==> config.mk <==
export PLATFORM = sky130hd
export DESIGN_NAME = regfile_dump_ctrl_flat
export DESIGN_NICKNAME = d
export VERILOG_FILES = /design/src/rtl/reg_dump_pkg.sv /design/src/rtl/regfile_dump_ctrl_if.sv /design/src/rtl/reg_dump_obuf.sv /design/src/rtl/regfile_dump_ctrl.sv /design/src/flat_wrapper.sv
export SDC_FILE = /design/constraint.sdc
export NUM_CORES = 1
export LEC_CHECK = 0
export ABC_AREA = 1
export CAP_MARGIN = 40
export CORE_UTILIZATION = 41
export CTS_CLUSTER_SIZE = 30
export DETAILED_ROUTE_END_ITERATION = 7
export PLACE_DENSITY = 0.82
export SLEW_MARGIN = 10
export SYNTH_ARGS = -nofsm -noshare
export SYNTH_HDL_FRONTEND = slang
export SYNTH_SLANG_ARGS = --single-unit
==> constraint.sdc <==
create_clock -name clk -period 1.87 [get_ports clk]
set_clock_uncertainty 0.15 [all_clocks]
set_input_delay 0.2805 -clock clk [delete_from_list [all_inputs] [get_ports clk]]
set_output_delay 0.2805 -clock clk [all_outputs]
set_load 0.01 [all_outputs]
==> src/rtl/reg_dump_pkg.sv <==
// Shared constants, FSM state and beat payload for the register-file snapshot dumper.
// REG_DUMP_SKIP_X0_EN: when defined, the scan starts at x1 and x0 is never emitted.
package reg_dump_pkg;

   localparam int unsigned XLEN     = 64;
   localparam int unsigned NUM_REGS = 32;
   localparam int unsigned IDX_W    = $clog2(NUM_REGS);

`ifdef REG_DUMP_SKIP_X0_EN
   localparam int unsigned FIRST_IDX = 1;
`else
   localparam int unsigned FIRST_IDX = 0;
`endif

   typedef enum logic [1:0] {
      IDLE  = 2'd0,
      SCAN  = 2'd1,
      DRAIN = 2'd2
   } state_t;

   typedef struct packed {
      logic [IDX_W-1:0] idx;
      logic [XLEN-1:0]  data;
      logic             last;
   } beat_t;

endpackage

==> src/rtl/regfile_dump_ctrl_if.sv <==
// Valid/ready stream of {index, value, last} beats toward the snapshot sink.
interface regfile_dump_ctrl_if;
   import reg_dump_pkg::*;

   logic             valid;
   logic             ready;
   logic [IDX_W-1:0] idx;
   logic [XLEN-1:0]  data;
   logic             last;

   modport master (output valid, output idx, output data, output last, input ready);
   modport slave  (input valid, input idx, input data, input last, output ready);

endinterface

==> src/rtl/reg_dump_obuf.sv <==
// Single-entry output register; contents stay frozen while valid and not accepted.
module reg_dump_obuf
   import reg_dump_pkg::*;
(
   input  logic  clk,
   input  logic  rst_n,
   input  logic  i_load,
   input  beat_t i_beat,
   input  logic  i_ready,
   output logic  o_valid,
   output beat_t o_beat
);

   logic  r_valid;
   beat_t r_beat;

   // Load wins; otherwise an accepted beat empties the entry and drops last.
   always_ff @(posedge clk) begin
      if (!rst_n) begin
         r_valid <= 1'b0;
         r_beat  <= '0;
      end else if (i_load) begin
         r_valid <= 1'b1;
         r_beat  <= i_beat;
      end else if (r_valid && i_ready) begin
         r_valid     <= 1'b0;
         r_beat.last <= 1'b0;
      end
   end

   assign o_valid = r_valid;
   assign o_beat  = r_beat;

endmodule

==> src/rtl/regfile_dump_ctrl.sv <==
// Snapshot scanner sharing the register file's spare read port with the core.
// The core always wins the port; the scan advances only in free cycles with room downstream.
// REG_DUMP_SKIP_X0_EN (optional): scan x1..x(N-1) instead of x0..x(N-1).
module regfile_dump_ctrl
   import reg_dump_pkg::*;
(
   input  logic                 clk,
   input  logic                 rst_n,
   input  logic                 snap_req,
   output logic                 snap_busy,
   output logic                 snap_drop,
   output logic                 snap_done,
   input  logic                 core_rd_req,
   input  logic [IDX_W-1:0]     core_rd_addr,
   output logic                 core_rd_grant,
   output logic [IDX_W-1:0]     rf_raddr,
   input  logic [XLEN-1:0]      rf_rdata,
   regfile_dump_ctrl_if.master  dump
);

   localparam logic [IDX_W-1:0] W_FIRST = IDX_W'(FIRST_IDX);
   localparam logic [IDX_W-1:0] W_LAST  = IDX_W'(NUM_REGS - 1);

   state_t           r_state, w_state_nxt;
   logic [IDX_W-1:0] r_scan_idx, w_scan_idx_nxt;
   logic             r_snap_done, w_done_nxt;
   logic             w_load;
   beat_t            w_beat_in;
   beat_t            w_obuf_beat;
   logic             w_obuf_valid;

   // State, scan index and done pulse registers.
   always_ff @(posedge clk) begin
      if (!rst_n) begin
         r_state     <= IDLE;
         r_scan_idx  <= W_FIRST;
         r_snap_done <= 1'b0;
      end else begin
         r_state     <= w_state_nxt;
         r_scan_idx  <= w_scan_idx_nxt;
         r_snap_done <= w_done_nxt;
      end
   end

   // Next-state, index advance and buffer load decisions.
   always_comb begin
      w_state_nxt    = r_state;
      w_scan_idx_nxt = r_scan_idx;
      w_load         = 1'b0;
      w_done_nxt     = 1'b0;
      w_beat_in      = '0;
      w_beat_in.idx  = r_scan_idx;
      // x0 is hardwired to zero architecturally, so never trust the read port for it.
      w_beat_in.data = (r_scan_idx == '0) ? '0 : rf_rdata;
      w_beat_in.last = (r_scan_idx == W_LAST);
      case (r_state)
         IDLE: begin
            if (snap_req) begin
               w_state_nxt    = SCAN;
               w_scan_idx_nxt = W_FIRST;
            end
         end
         SCAN: begin
            if (!core_rd_req && (!w_obuf_valid || dump.ready)) begin
               w_load = 1'b1;
               if (r_scan_idx == W_LAST) begin
                  w_state_nxt = DRAIN;
               end else begin
                  w_scan_idx_nxt = r_scan_idx + IDX_W'(1);
               end
            end
         end
         DRAIN: begin
            if (w_obuf_valid && dump.ready) begin
               w_done_nxt  = 1'b1;
               w_state_nxt = IDLE;
            end
         end
         default: w_state_nxt = IDLE;
      endcase
   end

   // Output holding register toward the sink.
   reg_dump_obuf u_obuf (
      .clk     (clk),
      .rst_n   (rst_n),
      .i_load  (w_load),
      .i_beat  (w_beat_in),
      .i_ready (dump.ready),
      .o_valid (w_obuf_valid),
      .o_beat  (w_obuf_beat)
   );

   assign dump.valid    = w_obuf_valid;
   assign dump.idx      = w_obuf_beat.idx;
   assign dump.data     = w_obuf_beat.data;
   assign dump.last     = w_obuf_beat.last;

   assign snap_busy     = (r_state != IDLE);
   assign snap_drop     = snap_req && (r_state != IDLE);
   assign snap_done     = r_snap_done;
   assign core_rd_grant = core_rd_req;
   assign rf_raddr      = core_rd_req ? core_rd_addr : r_scan_idx;

endmodule

==> src/flat_wrapper.sv <==
// flat-port wrapper written by rule: the top's interface ports become plain ports
module regfile_dump_ctrl_flat import reg_dump_pkg::*;
  (clk, rst_n, snap_req, snap_busy, snap_drop, snap_done, core_rd_req, core_rd_addr, core_rd_grant, rf_raddr, rf_rdata, dump_valid, dump_idx, dump_data, dump_last, dump_ready);
  regfile_dump_ctrl_if dump_i ();
  input  logic clk;
  input  logic rst_n;
  input  logic snap_req;
  output logic snap_busy;
  output logic snap_drop;
  output logic snap_done;
  input  logic core_rd_req;
  input  logic [IDX_W-1:0] core_rd_addr;
  output logic core_rd_grant;
  output logic [IDX_W-1:0] rf_raddr;
  input  logic [XLEN-1:0] rf_rdata;
  output wire logic [$bits(dump_i.valid)-1:0] dump_valid;
  output wire logic [$bits(dump_i.idx)-1:0] dump_idx;
  output wire logic [$bits(dump_i.data)-1:0] dump_data;
  output wire logic [$bits(dump_i.last)-1:0] dump_last;
  input wire logic [$bits(dump_i.ready)-1:0] dump_ready;
  assign dump_valid = dump_i.valid;
  assign dump_idx = dump_i.idx;
  assign dump_data = dump_i.data;
  assign dump_last = dump_i.last;
  assign dump_i.ready = dump_ready;
  regfile_dump_ctrl u_core (.clk(clk), .rst_n(rst_n), .snap_req(snap_req), .snap_busy(snap_busy), .snap_drop(snap_drop), .snap_done(snap_done), .core_rd_req(core_rd_req), .core_rd_addr(core_rd_addr), .core_rd_grant(core_rd_grant), .rf_raddr(rf_raddr), .rf_rdata(rf_rdata), .dump(dump_i));
endmodule
## After elaboration in Yosys (flattened, before gate mapping)

Index checks and enable logic that the tools add are counted.

| operators by class | value |
|---|---|
| add/subtract/negate cells | 1 |
| equal/unequal tests | 8 |
| muxes and demuxes | 17 |
| reductions and logical operators | 14 |

Operator list:

| cell | count |
|---|---|
| 64-bit two-way mux | 1 |
| 5-bit two-way mux | 4 |
| 5-bit one-hot mux with 2 select lines | 1 |
| 2-bit two-way mux | 4 |
| 4-bit AND reduction | 2 |
| 1-bit two-way mux | 6 |
| 2-bit != test, second input constant | 3 |
| 2-bit one-hot mux with 3 select lines | 1 |
| 2-bit nonzero test | 3 |
| 5-bit by 1-bit adder with 5-bit output, second input constant | 1 |
| 5-bit equality test, second input constant | 1 |
| 5-bit logical NOT | 1 |
| 2-bit by 1-bit != test with 1-bit output, second input constant | 2 |
| 1-bit logical AND | 3 |
| 2-bit by 1-bit equality test with 1-bit output, second input constant | 1 |
| 2-bit equality test, second input constant | 1 |
| 1-bit logical NOT | 2 |
| 2-bit logical NOT | 1 |
| 2-bit AND reduction | 1 |
| 1-bit logical OR | 1 |

| storage, ports and cells | value |
|---|---|
| input port bits | 74 |
| register bits | 79 |

## Logic depth before layout (Yosys ltp)

| logic depth | value |
|---|---|
| depth in word-level cells | 6 |
| depth in mapped cells | 12 |

## Hierarchy

From an unflattened synthesis, not the netlist that was laid out.

| unflattened totals | value |
|---|---|
| cells, all modules | 534 |
| area, all modules | 3649.8 um^2 |

Modules (own cells, without submodules):

| module | seq. area each (um^2) | instances | cells each | area an instance (um^2) |
|---|---|---|---|---|
| reg_dump_obuf | 1421.4 | 1 | 310 | 2527.4 |
| regfile_dump_ctrl | 160.2 | 1 | 224 | 1122.3 |

## Worst setup path after synthesis

No wires, ideal clock.

| timing path | value |
|---|---|
| path kind | flip-flop to flip-flop |
| from | register u_core.r_scan_idx[0] |
| to | register u_core.r_scan_idx[2] |
| cell stages (with the launch flop) | 9 |
| clock period less this slack | 1.700 ns |
| data required time | 1.604 ns |
| arrival | 1.433 ns |
| path buffers | 0 |
| path slack | 0.170 ns |
| cell sequence | dfxtp_1 -> ha_1 -> nand2_1 -> nor2_1 -> ha_1 -> a21oi_1 -> nand3_1 -> o21bai_1 -> nor2_1 |

| on the way | value |
|---|---|
| longest elaborated chain between the ends | 4 |

RTL lines:

| item | line | RTL |
|---|---|---|
| start: declaration | regfile_dump_ctrl.sv:25 | `logic [IDX_W-1:0] r_scan_idx, w_scan_idx_nxt;` |
| start signal: assignment | regfile_dump_ctrl.sv:40 | `r_scan_idx <= w_scan_idx_nxt;` |
| 5-bit by 1-bit adder with 5-bit output | regfile_dump_ctrl.sv:69 | `w_scan_idx_nxt = r_scan_idx + IDX_W'(1);` |
| 5-bit two-way mux | regfile_dump_ctrl.sv:66 | `if (r_scan_idx == W_LAST) begin` |
| 5-bit two-way mux | regfile_dump_ctrl.sv:64 | `if (!core_rd_req && (!w_obuf_valid \|\| dump.ready)) begin` |
| 5-bit one-hot mux with 2 select lines | regfile_dump_ctrl.sv:56 | `case (r_state)` |

Several ways; a longest one is shown, not always the timed one. The select of a mux whose other input is x is not followed.
A chain may end at the register's enable or synchronous reset.

## Worst setup path in the final report

| timing path | value |
|---|---|
| from | input port core_rd_req |
| to | output port rf_raddr[1] |

| on the way | value |
|---|---|
| longest elaborated chain between the ends | 1 |

RTL lines:

| item | line | RTL |
|---|---|---|
| start: declaration | flat_wrapper.sv:11 | `input logic core_rd_req;` |
| 5-bit two-way mux | regfile_dump_ctrl.sv:103 | `assign rf_raddr = core_rd_req ? core_rd_addr : r_scan_idx;` |
| end: declaration | flat_wrapper.sv:14 | `output logic [IDX_W-1:0] rf_raddr;` |

Every way passes these cells.

==> impl_metrics.yaml <==
outcome:
  status: "finished, final reports clean"
timing:
  maxSlewViolCount: 0
  hold_viol: 0
  worstMarginPinSlew_ns: 0.379
  period_minus_slack_ns: 1.76
  setup_violations: 0
  fmax_mhz: 569
  relSlewSlack_pct: 74.7
  period_share_pct: 94.1
yosys:
  synth_top_area_share_pct: 47.1
  syn_area_um2: 3360
  yosysSeqAreaShare_pct: 47.1
  syn_area_per_cell_um2: 8.52
  syn-num-nets: 471
  yosysWarningCount: 0
  ys_ff_latch: 79
  yosysUniqueCellTypes: 23
  synth_area_leaders: "dfxtp_1 47%, nand2_1 9.8%, nand3_2 8.9%, a21oi_1 8.6%, nand3_1 6.0%"
  postSynthCellCount: 394
  yosys.area.top_type: "dfxtp_1"
die:
  fp.dieH_um: 92.5
  die_width_um: 92.5
  die_area_um2: 8560
  start_util_pct: 43.0
  io_pins: 154
  num_rows: 32
  core_area_um2: 7810
job:
  maxCapViolCount: 0
final_layout:
  final_nets: 624
  layout_common_cells: "145 x clkdlybuf4s50_1, 88 x nand2_1, 75 x dfxtp_1"
  area_growth_pct: 59.1
  final_cell_area_um2: 5340
  diodes: 0
  fin_util_pct: 68.4
  drive_gt1_share_pct: 17.9
  fillers: 640
  layout_commonest_cell: "clkdlybuf4s50_1"
critical_path:
  slowest_delay_ns: 0.46
  cp_slowest_cell: "clkdlybuf4s50_1"
  path_buf_inv: 3
  crit_chain: "clkdlybuf4s50_1 > buf_4 > nand2_1 > o21ai_0 > dlygate4sd2_1"
  critPathLaunchType: "input port"
  crit_path_end_kind: "primary output"
  r2r_start: "u_core.r_scan_idx[0]"
  critPathTopFamily: "buffers and inverters"
  cp_max_fo: 12
  cp-startpoint: "core_rd_req"
  arrival_ns: 1.33
  critical_path_class: "in -> out"
  required_ns: 1.44
route:
  vias: 3296
  via_per_inst: 5.04
  drt-total-wl_mm: 9.73
  wl_per_cell_um: 14.9
  first_pass_iters: 4
  drc: 0
  drt_iter0_markers: 97
  ant_nets: 0
power:
  ir_worst_vdd_mv: 0.520
  power_density_nw_per_um2: 891
  power.leakage_nw: 1.90
clock_network:
  cts-htree-levels: 3
  clock_latency_ns: 0.34
  clkSlewWorstSetupHoldPaths_ns: 0.07
  cts_hold_buf: 0
  cts_root_buffer: "clkbuf_8"
  cts_num_sinks: 79
  cts_tree: "yes"
  clockBufferDepth: 2
  cts-buffers-inserted: 9
global_route:
  grt_pass1_wl_mm: 15.7
  antenna_found_initial: 1
  grt_start_max_net_pins: 43
  grt_usage_pct: 23.1
  grt_pass1_vias: 3290
  overflow: 0
placement:
  place_area_um2: 5040
  io_buffer_count: 153
  routabilityCongestion: 0.795
  dp_hpwl_mm: 6.60
worst_hold_path:
  min_path_type: "reg -> reg"
  worstHoldStart: "u_core.u_obuf.o_beat[22]"
-- cells by family after synthesis --
logic type / after synthesis / share of synthesized area (%)
adder cells (fa/ha/maj): 3 / 1.12
flip-flops: 79 / 47.1
buffers and inverters: 48 / 8.49
AND/OR/NAND/NOR: 175 / 27.6
AO/OA/AOI/OAI: 89 / 15.6
-- final timing paths --
kind	cells after the start	end	slack (ns)
min	2	u_core.u_obuf.o_beat[22]	0.31
min reg2reg	2	u_core.u_obuf.o_beat[22]	0.31
max reg2reg	8	u_core.u_obuf.o_beat[41]	0.12
max	5	rf_raddr[1]	0.11
-- cells in the mapped netlist, drive strengths merged --
cell type / n
a21oi: 78
nor2: 13
ha: 3
nand3: 70
o21bai: 1
nand2: 88
dfxtp: 79
nor4: 1
buf: 20
o21ai: 9
a211oi: 1
clkbuf: 11
nand4: 3
inv: 17
-- registers in the layout (all words and copies together) (netlist names) --
| name | cells |
|---|---|
| u_core.r_state | 2 |
| u_core.u_obuf.o_beat | 70 |
| u_core.snap_done | 1 |
| u_core.u_obuf.o_valid | 1 |
| u_core.r_scan_idx | 5 |
-- layout make-up --
cell class                      count  area, um2  area share [%]
Sequential cell                    79       1590            29.7
Clock buffer                       10        128            2.39
Clock inverter                      6        109            2.04
Inverter                           17       63.8            1.19
Tap cell                          102        128            2.39
Timing Repair Buffer              173       1810            33.9
Multi-Input combinational cell    267       1520            28.4
-- report_power, final --
group	switching [mW]	leakage, nW	internal [mW]
registers	0.0710	0.642	1.80
clock network	0.619	0.120	0.886
logic	0.738	1.13	0.650
-- worst reg2reg max path, delay by kind of cell, from the launching register on --
family	cells	cell delay (ns)
DFF	1	0.35
adders and majority gates	1	0.24
buffers and inverters	4	0.59
AOI/OAI and AO/OA	1	0.13
and+or+nand+nor	2	0.22
-- metrics by stage --
step	setup TNS, ns	cells	power [mW]	setup slack [ns]	hold WS (ns)
final	0	654	4.76	0.111	0.315
after global routing	-0.0200	654	5.00	-0.0200	0.332
after CTS	0	652	4.72	0.000564	0.317
after detailed placement	-5.73	636	3.22	-0.151	0.304
after global placement	-2.41	636	3.20	-0.141	0.300
after floorplan	0	394	2.62	0.170	0.274
-- what timing repair did --
item                                    4_1_cts  5_1_grt
pin swaps                                     0        1
endpoints found under the setup margin       13       27
buffers inserted                              0        1
gates cloned                                  0        1
resized for setup                            12        8
-- routing by layer --
layer	track usage, %	share of wire [%]	routed length, um	vias up
li1	-	-	-	1621
met1	27.9	41	3950	1534
met2	39.3	50	4880	124
met3	7.22	7.6	742	15
met4	6.25	1.4	134	2
met5	0	0.16	16	-
No activity file was read; power rests on OpenSTA's default activity.
